## src/rtl/bus_master_ctrl.sv

```systemverilog
// ---------------------------------------------------------------------------
// bus_master_ctrl
//
// Single-outstanding bus initiator. Accepts one command at a time on a
// valid/ready handshake, drives a strobe-qualified bus cycle, waits for the
// responder's ACK and reports completion on a one-cycle response pulse.
// All outputs are registered.
//
// Optional feature macro: BUS_MASTER_TIMEOUT_EN
//   defined     -> bus cycles are aborted after TIMEOUT_CYC cycles without
//                  ACK; the response carries ERR_RDATA and oRspErr=1.
//   not defined -> BUS waits for ACK indefinitely; oRspErr is tied low.
//
// Parameters
//   TIMEOUT_CYC  cycles a bus cycle may wait for iACK (2..65535)
//   ERR_RDATA    response data returned on an aborted cycle
//
// Ports
//   iCLK, iRSTn           clock, synchronous active-low reset
//   iCmdValid/oCmdReady   command handshake
//   iCmdWe/Adr/Dat/Sel    command fields (write flag, address, data, lanes)
//   oRspValid/Dat/Err     one-cycle response pulse, read data, abort flag
//   oADR/oDAT/oSEL/oWE    bus address, write data, byte selects, write enable
//   oSTB/oCYC             bus strobe and cycle qualifiers
//   iDAT/iACK             bus read data and acknowledge
// ---------------------------------------------------------------------------
`timescale 1ns/1ps

module bus_master_ctrl #(
  parameter int          TIMEOUT_CYC = 16,
  parameter logic [31:0] ERR_RDATA   = 32'h0000_0000
) (
  input  logic        iCLK,
  input  logic        iRSTn,
  input  logic        iCmdValid,
  output logic        oCmdReady,
  input  logic        iCmdWe,
  input  logic [31:0] iCmdAdr,
  input  logic [31:0] iCmdDat,
  input  logic [3:0]  iCmdSel,
  output logic        oRspValid,
  output logic [31:0] oRspDat,
  output logic        oRspErr,
  output logic [31:0] oADR,
  output logic [31:0] oDAT,
  output logic [3:0]  oSEL,
  output logic        oWE,
  output logic        oSTB,
  output logic        oCYC,
  input  logic [31:0] iDAT,
  input  logic        iACK
);

  typedef enum logic [1:0] {
    IDLE = 2'd0,
    BUS  = 2'd1,
    RESP = 2'd2
  } state_t;

  state_t state;

`ifdef BUS_MASTER_TIMEOUT_EN
  // Counter value seen on the edge where the cycle must be aborted: the
  // counter reads 0 on the first BUS edge, so abort lands TIMEOUT_CYC edges
  // after the accept edge.
  localparam logic [15:0] TMO_LAST = 16'(TIMEOUT_CYC - 1);

  logic [15:0] tmo_cnt;

  always_ff @(posedge iCLK) begin
    if (!iRSTn) begin
      state     <= IDLE;
      oCmdReady <= 1'b1;
      oRspValid <= 1'b0;
      oRspDat   <= 32'h0;
      oRspErr   <= 1'b0;
      oADR      <= 32'h0;
      oDAT      <= 32'h0;
      oSEL      <= 4'h0;
      oWE       <= 1'b0;
      oSTB      <= 1'b0;
      oCYC      <= 1'b0;
      tmo_cnt   <= 16'h0;
    end else begin
      oRspValid <= 1'b0;
      case (state)
        IDLE: begin
          if (iCmdValid && oCmdReady) begin
            oADR      <= iCmdAdr;
            oDAT      <= iCmdDat;
            oSEL      <= iCmdSel;
            oWE       <= iCmdWe;
            oSTB      <= 1'b1;
            oCYC      <= 1'b1;
            oCmdReady <= 1'b0;
            tmo_cnt   <= 16'h0;
            state     <= BUS;
          end
        end
        BUS: begin
          // ACK is checked first so it wins over a coincident expiry.
          if (iACK) begin
            oSTB      <= 1'b0;
            oCYC      <= 1'b0;
            oRspDat   <= oWE ? 32'h0 : iDAT;
            oRspErr   <= 1'b0;
            oRspValid <= 1'b1;
            state     <= RESP;
          end else if (tmo_cnt == TMO_LAST) begin
            oSTB      <= 1'b0;
            oCYC      <= 1'b0;
            oRspDat   <= ERR_RDATA;
            oRspErr   <= 1'b1;
            oRspValid <= 1'b1;
            state     <= RESP;
          end else if (tmo_cnt != 16'hFFFF) begin
            tmo_cnt <= tmo_cnt + 16'h1;
          end
        end
        RESP: begin
          oCmdReady <= 1'b1;
          state     <= IDLE;
        end
        default: begin
          oSTB      <= 1'b0;
          oCYC      <= 1'b0;
          oCmdReady <= 1'b1;
          state     <= IDLE;
        end
      endcase
    end
  end
`else
  // Abort path absent: the configuration parameters have no consumer.
  logic unused_cfg;
  assign unused_cfg = ^{ERR_RDATA, TIMEOUT_CYC[0]};

  assign oRspErr = 1'b0;

  always_ff @(posedge iCLK) begin
    if (!iRSTn) begin
      state     <= IDLE;
      oCmdReady <= 1'b1;
      oRspValid <= 1'b0;
      oRspDat   <= 32'h0;
      oADR      <= 32'h0;
      oDAT      <= 32'h0;
      oSEL      <= 4'h0;
      oWE       <= 1'b0;
      oSTB      <= 1'b0;
      oCYC      <= 1'b0;
    end else begin
      oRspValid <= 1'b0;
      case (state)
        IDLE: begin
          if (iCmdValid && oCmdReady) begin
            oADR      <= iCmdAdr;
            oDAT      <= iCmdDat;
            oSEL      <= iCmdSel;
            oWE       <= iCmdWe;
            oSTB      <= 1'b1;
            oCYC      <= 1'b1;
            oCmdReady <= 1'b0;
            state     <= BUS;
          end
        end
        BUS: begin
          if (iACK) begin
            oSTB      <= 1'b0;
            oCYC      <= 1'b0;
            oRspDat   <= oWE ? 32'h0 : iDAT;
            oRspValid <= 1'b1;
            state     <= RESP;
          end
        end
        RESP: begin
          oCmdReady <= 1'b1;
          state     <= IDLE;
        end
        default: begin
          oSTB      <= 1'b0;
          oCYC      <= 1'b0;
          oCmdReady <= 1'b1;
          state     <= IDLE;
        end
      endcase
    end
  end
`endif

endmodule

```

## config.mk

```make
export PLATFORM = sky130hd
export DESIGN_NAME = bus_master_ctrl
export DESIGN_NICKNAME = d
export VERILOG_FILES = /design/src/rtl/bus_master_ctrl.sv
export SDC_FILE = /design/constraint.sdc
export NUM_CORES = 1
export LEC_CHECK = 0
export CELL_PAD_IN_SITES_DETAIL_PLACEMENT = 0
export CELL_PAD_IN_SITES_GLOBAL_PLACEMENT = 1
export CORE_MARGIN = 2
export CORE_UTILIZATION = 27
export CTS_CLUSTER_DIAMETER = 150
export DETAILED_ROUTE_END_ITERATION = 10
export PLACE_DENSITY_LB_ADDON = 0.1
export SLEW_MARGIN = 20
export SYNTH_ARGS = -nofsm -noshare
export SYNTH_HDL_FRONTEND = slang
export SYNTH_SLANG_ARGS = --single-unit
```

## constraint.sdc

```tcl
create_clock -name iCLK -period 1.5 [get_ports iCLK]
set_input_delay 0.15 -clock iCLK [delete_from_list [all_inputs] [get_ports iCLK]]
set_output_delay 0.15 -clock iCLK [all_outputs]
set_load 0.02 [all_outputs]
```

; ---- Yosys cells after proc, flatten, opt, wreduce, memory -nomap -nowiden
; Cells that the tools add are included.
[op_classes]
n_mux = 10
reduce_logical = 8
eq_ne = 4
bitwise_logic = 2
[op_table]
columns = op, count
row1 = 2-to-1 mux 32 bit, 1
row2 = AND reduction 2 bit, 5
row3 = 2-to-1 mux 1 bit, 4
row4 = 2-to-1 mux 2 bit, 2
row5 = inequality test 2 bit (second input constant), 2
row6 = case mux 2 bit (2 select lines), 1
row7 = case mux 1 bit (3 select lines), 1
row8 = AND reduction 3 bit, 1
row9 = == test 2 x 1 -> 1 bit (second input constant), 1
row10 = == test 2 bit (second input constant), 1
row11 = zero test 2 bit, 1
row12 = inverter 1 bit, 2
row13 = case mux 1 bit (2 select lines), 1
row14 = logical AND 1 bit, 1
[totals]
output_inout_bits = 106
word_cells = 33
reg_bits = 106
input_bits = 105

; ---- Logic depth before layout (Yosys ltp)
; Gate-level depths: netlist of run 1.
[depth]
ltp_word = 3
mapped_depth = 5
mapped_depth_nobuf = 3

; ---- Worst setup path before layout of run 1
; No wires, ideal clock.
[synth_timing]
path_type = reg-to-reg
startpoint = register oCmdReady
endpoint = register oADR[11]
setup_ns = 0.117
stages_incl_launch_ff = 5
arrival_time_ns = 1.100
t_required_ns = 1.383
n_path_buf = 2
slack_ns = 0.283
synth_period_minus_slack_ns = 1.217
path_cell_list = dfxtp_1 and4bb_4 buf_6 buf_4 o21ai_1
[synth_between]
elab_chain_cells = 2
[synth_rtl]
columns = element, line
row1 = "start, declared", 36  ; output logic oCmdReady,
row2 = "start signal, assigned", 143  ; oCmdReady <= 1'b1;
row3 = "start signal, assigned", 163  ; oCmdReady <= 1'b0;
row4 = "start signal, assigned", 177  ; oCmdReady <= 1'b1;
row5 = logical AND 1 bit, 156  ; if (iCmdValid && oCmdReady) begin
row6 = AND reduction 2 bit (no source line), -
row7 = "end signal, assigned", 157  ; oADR <= iCmdAdr;
row8 = "end, declared", 44  ; output logic [31:0] oADR,
; No other way between the ends.
; A chain may end at the register's enable or synchronous reset.

; ---- Worst setup path in the final report of run 1
[layout_timing]
startpoint = register oRspDat[9]
endpoint = output oRspDat[9]
[layout_lines]
columns = element, line
row1 = "start, declared", 42  ; output logic [31:0] oRspDat,
row2 = "start signal, assigned", 171  ; oRspDat <= oWE ? 32'h0 : iDAT;
; No word-level cell between the ends.

==> impl_metrics.csv, run 1 <==
group,metric,value,unit
place,gp_congestion,0.712,
worst_setup_path,timing.rr.end,"oADR[8]",
timing,period_minus_slack,1.46,ns
place,io_buffers,209,
routing,drtIter0Drc,144,
yosys,synth_nets,505,
floorplan,rows,42,
clock_network,cts_buffers,9,
worst_setup_path,cp-endpoint,"oRspDat[9]",
status,status,"complete, no violations",
routing,avgViaCountPerCell,4.44,
floorplan,start_util,0.278,
timing,setup_tns,0,ns
floorplan,coreArea,0.0133,mm2
yosys,ys_warn_count,0,
routing,drc,0,
yosys,synth_area,0.00371,mm2
clock_network,cts-root-buf,"clkbuf_16",
timing,finClkSkew,0.00628,ns
worst_setup_path,crit_slowest_cell,"clkdlybuf4s50_1",
grt,grt_pass1_vias,3099,
flow_run,drv_cap,0,
power,power,6.99,mW
timing,rsz0062_at_grt,"false",
worst_setup_path,crit_chain,"clkdlybuf4s50_1",
yosys,ys_seq_elements,106,
finish,antennaDiodeCount,0,
worst_setup_path,setup.worst_path.start,"oRspDat[9]",
grt,grt_pass1_wl,15.8,mm
worst_setup_path,critPathKind,"reg2out",
worst_setup_path,cp.depth,1,
clock_network,htree_levels,3,
floorplan,ios,211,
worst_setup_path,worst-path-buf-inv,1,
worst_setup_path,reg2reg_from,"state[0]",
finish,syn_to_final_growth,70.2,%
yosys,netlist-cell-type-count,22,
yosys,syn_inst,400,
floorplan,die_w,121,um
power,power_leakage,2.77,nW
clock_network,clk_pin_slew,0.07,ns
place,place_ws,0.0407,ns
worst_setup_path,r2r_slack,0.25,ns
worst_setup_path,worstPathArrival,1.31,ns
routing,first_pass_iters,4,
grt,grt_max_degree,83,
timing,slew_violations,0,
floorplan,die_h,121,um
routing,wl,10.6,mm
place,placed_cell_area,0.00591,mm2
timing,setup_violations,0,
clock_network,ctsLongestPathBuffers,2,
grt,antenna_found_initial,0,
timing,fin_ws,0.0424,ns
clock_network,tritoncts,"yes",
power,p_per_area,1110,mW/mm2
yosys,syn_avg_cell_area,9.27,um2
finish,fill_cells,1264,
finish,layout.nets,694,
timing,period_share,0.972,
worst_setup_path,cp.required,1.35,ns
worst_setup_path,slowest_delay,0.63,ns
grt,grt_overflow,0,
worst_setup_path,cp-start-kind,"flip-flop",
finish,drive_above_1_share,0.0488,
timing,hold_ws,0.0630,ns
yosys,ys_seq_area_frac,0.572,
worst_setup_path,endpoint_kind,"output port",
worst_setup_path,crit_fanout,2,
grt,grt_usage,0.139,
timing,finalHoldViolCount,0,
finish,fin_area,0.00631,mm2
timing,clock.fmax,686,MHz
routing,wire_per_inst,13.8,um
clock_network,cts_sinks,106,
clock_network,clkLatencyLatePin,0.35,ns
routing,num_vias,3418,
place,hpwl,7.31,mm
min_path,hp-class,"in2reg",
routing,antenna_left,0,
clock_network,cts_hold_buf,0,
worst_setup_path,rr_worst_depth,4,
floorplan,die_area,0.0147,mm2
worst_setup_path,cp_top_family,"buffers and inverters",
power,irDropWorstVdd,850,uV
[stage by stage]
stage | util | std cells
2_1_floorplan | - | 400
3_3_place_gp | 0.443 | 754
3_5_place_dp | 0.443 | 754
4_1_cts | 0.467 | 770
5_1_grt | 0.473 | 770
6_report | 0.473 | 770
[cell families (layout without fill, tap and decap cells)]
logic type	count (synthesis)	after routing	synth area share
and+or+nand+nor	147	147	0.183
AOI/OAI and AO/OA	106	106	0.177
DFF	106	106	0.572
buffers and inverters	40	234	0.0668
other	1	1	0.00101
[worst min-delay path by stage]
| stage | from | end | slack, ns | depth (start not counted) |
|---|---|---|---|---|
| floorplan | iCmdAdr[0] | oADR[0] | 0.28 | 2 |
| global placement | iRSTn | oCmdReady | 0.42 | 2 |
| detailed placement | iRSTn | oCmdReady | 0.43 | 2 |
| CTS | iRSTn | oCmdReady | 0.05 | 2 |
| global route | iRSTn | oCmdReady | 0.06 | 2 |
| finish | iRSTn | oCmdReady | 0.06 | 2 |
[layout make-up]
type	count	area, um2	share of cell area
clock buffer	10	239	0.0379
inverter	1	3.75	0.000595
sequential	106	2120	0.336
tap	176	220	0.0349
timing repair buffer	217	2300	0.364
multi-input combinational	254	1340	0.212
clock inverter	6	90.1	0.0143
[sequential cells by signal (all words and copies together) (netlist names)]
register,cells
state,2
oCYC,1
oADR,32
oDAT,32
oWE,1
oRspDat,32
oSEL,4
oRspValid,1
oCmdReady,1
[Yosys cell counts (all sizes together)]
cell type    n  area (um2)
dfxtp      106        2120
o21ai       71         355
nand2       70         265
nand3       69         345
a22o        32         280
buf         29         204
clkbuf      10        40.0
nor2         4        15.0
o21a         2        15.0
a21oi        1        5.00
and4bb       1        16.3
conb         1        3.75
inv          1        3.75
nand2b       1        13.8
nor2b        1        6.26
nor3         1        16.3
[cells in the final DEF (no fill, tap or decap), drive strengths merged, types with 4 or more instances in the layout]
master | netlist | layout
clkdlybuf4s50 | 0 | 172
dfxtp | 106 | 106
o21ai | 71 | 71
nand2 | 70 | 70
nand3 | 69 | 69
a22o | 32 | 32
dlymetal6s2s | 0 | 31
clkbuf | 10 | 10
buf | 29 | 9
dlygate4sd2 | 0 | 5
nor2 | 4 | 4
[per-layer routing]
layer | wire, um | global-route usage | part of all wire | up-vias
li1 | - | - | - | 1759
met4 | 146 | 0.0460 | 0.014 | 0
met1 | 4610 | 0.172 | 0.44 | 1519
met3 | 1070 | 0.0738 | 0.10 | 9
met5 | 0 | 0 | 0 | -
met2 | 4760 | 0.208 | 0.45 | 131
[where the power goes]
part / internal [mW] / leakage, nW / switching, mW
combinational: 0.686 / 1.75 / 0.642
sequential: 3.00 / 0.866 / 0.0955
clock: 1.51 / 0.159 / 1.06
total: 5.20 / 2.77 / 1.79
[timing repair]
action / CTS / global route
setup endpoints to repair: 5 / 31
setup buffers: 0 / 0
gates resized for setup: 5 / 31
(Power assumes the default switching activity.)
==> inputs of run 2 (changes only) <==
CORE_UTILIZATION = 43   (was 27)
DONT_BUFFER_PORTS = 1   (was not set)
GPL_ROUTABILITY_DRIVEN = 0   (was not set)
SLEW_MARGIN = not set   (was 20)
==> run 2 against run 1 <==
  * The flow now stops in clock tree synthesis
  * Synthesized area stayed put
  * Synthesized cell count stayed put
==> impl_metrics.csv, run 2 <==
group,metric,value,unit
status,status,"did not finish",
status,lastStage,"clock tree synthesis",
status,firstError,"[ERROR RSZ-0060] Max buffer count reached.",
place,hpwl,5.38,mm
yosys,async_flop_share,0,
floorplan,die_h,96.9,um
yosys,synth_top_area_cell,"dfxtp_1",
clock_network,cts-resized-gates,1,
clock_network,cts_sinks,106,
yosys,synth_area,0.00371,mm2
yosys,yosysMostFrequentCell,"dfxtp_1",
yosys,synth_area_leaders,"dfxtp_1 (57%), nand3_1 (9.3%), a22o_1 (7.6%)",
yosys,ys_seq_elements,106,
clock_network,ctsLongestPathBuffers,2,
floorplan,ios,211,
yosys,syn_avg_cell_area,9.27,um2
clock_network,cts_buffers,9,
yosys,synth_common_cells,"dfxtp_1 (106), nand2_1 (69), nand3_1 (69), o21ai_1 (38), o21ai_0 (33)",
yosys,synth-main-ff-cell,"dfxtp_1",
floorplan,rows,33,
place,place_ws,-0.205,ns
floorplan,die_w,96.9,um
yosys,netlist-cell-type-count,22,
yosys,ys_seq_area_frac,0.572,
yosys,synth_edf_count,0,
floorplan,start_util,0.447,
yosys,synth_nets,505,
clock_network,htree_levels,3,
clock_network,postCtsSetupBuffers,0,
yosys,ys_warn_count,0,
place,io_buffers,0,
yosys,synth_top_area_frac,0.572,
yosys,syn_inst,400,
clock_network,cts_hold_buf,101,
clock_network,cts-root-buf,"clkbuf_8",
[run 2: logic make-up after synthesis]
family,share of synthesized area
other cells,0.00101
buf+inv,0.0668
compound gates,0.177
flops,0.572
simple gates,0.183
[run 2: per-stage QoR]
step           cells  utilization  instance area, um2  TNS (ns)
3_5_place_dp     476        0.448                3720     -6.25
3_3_place_gp     476        0.448                3720     -4.06
2_1_floorplan    400            -                3710         0
==> inputs of run 3 (changes only) <==
CELL_PAD_IN_SITES_DETAIL_PLACEMENT = not set   (was 0)
CELL_PAD_IN_SITES_GLOBAL_PLACEMENT = not set   (was 1)
CORE_UTILIZATION = 36   (was 43)
CTS_CLUSTER_DIAMETER = not set   (was 150)
PLACE_DENSITY_LB_ADDON = 0.15   (was 0.1)
==> run 3 against run 2 <==
  * The run again fails in clock tree synthesis
  * Synthesized cell count is the same
  * Synthesized area is the same
==> impl_metrics.csv, run 3 <==
group,metric,value,unit
status,status,"did not finish",
status,lastStage,"clock tree synthesis",
status,firstError,"[ERROR RSZ-0060] Max buffer count reached.",
place,place_ws,-0.231,ns
place,hpwl,5.47,mm
clock_network,cts_hold_buf,105,
yosys,syn_avg_cell_area,9.27,um2
yosys,synth_nets,505,
clock_network,postCtsSetupBuffers,0,
floorplan,ios,211,
clock_network,cts-resized-gates,1,
yosys,syn_inst,400,
yosys,synth_top_area_cell,"dfxtp_1",
clock_network,cts-root-buf,"clkbuf_8",
place,io_buffers,0,
floorplan,rows,37,
yosys,yosysMostFrequentCell,"dfxtp_1",
yosys,synth_common_cells,"dfxtp_1 (106), nand2_1 (69), nand3_1 (69), o21ai_1 (38), o21ai_0 (33)",
yosys,synth-main-ff-cell,"dfxtp_1",
yosys,ys_warn_count,0,
floorplan,die_h,105,um
clock_network,ctsLongestPathBuffers,2,
yosys,synth_edf_count,0,
yosys,ys_seq_area_frac,0.572,
clock_network,cts_sinks,106,
yosys,netlist-cell-type-count,22,
clock_network,htree_levels,3,
yosys,async_flop_share,0,
yosys,synth_area_leaders,"dfxtp_1 (57%), nand3_1 (9.3%), a22o_1 (7.6%)",
floorplan,die_w,105,um
yosys,ys_seq_elements,106,
yosys,synth_top_area_frac,0.572,
floorplan,start_util,0.366,
clock_network,cts_buffers,9,
yosys,synth_area,0.00371,mm2
## run 3: cell families after synthesis
logic type,after synthesis,synth area share
AO/OA/AOI/OAI,106,0.177
other,1,0.00101
AND/OR/NAND/NOR,147,0.183
flip-flops,106,0.572
buffers and inverters,40,0.0668
## run 3: per-stage QoR
| step | utilization | instances | cell area, um2 | setup TNS, ns |
|---|---|---|---|---|
| 2_1_floorplan | - | 400 | 3710 | 0 |
| 3_3_place_gp | 0.368 | 506 | 3730 | -3.25 |
| 3_5_place_dp | 0.368 | 506 | 3730 | -7.02 |
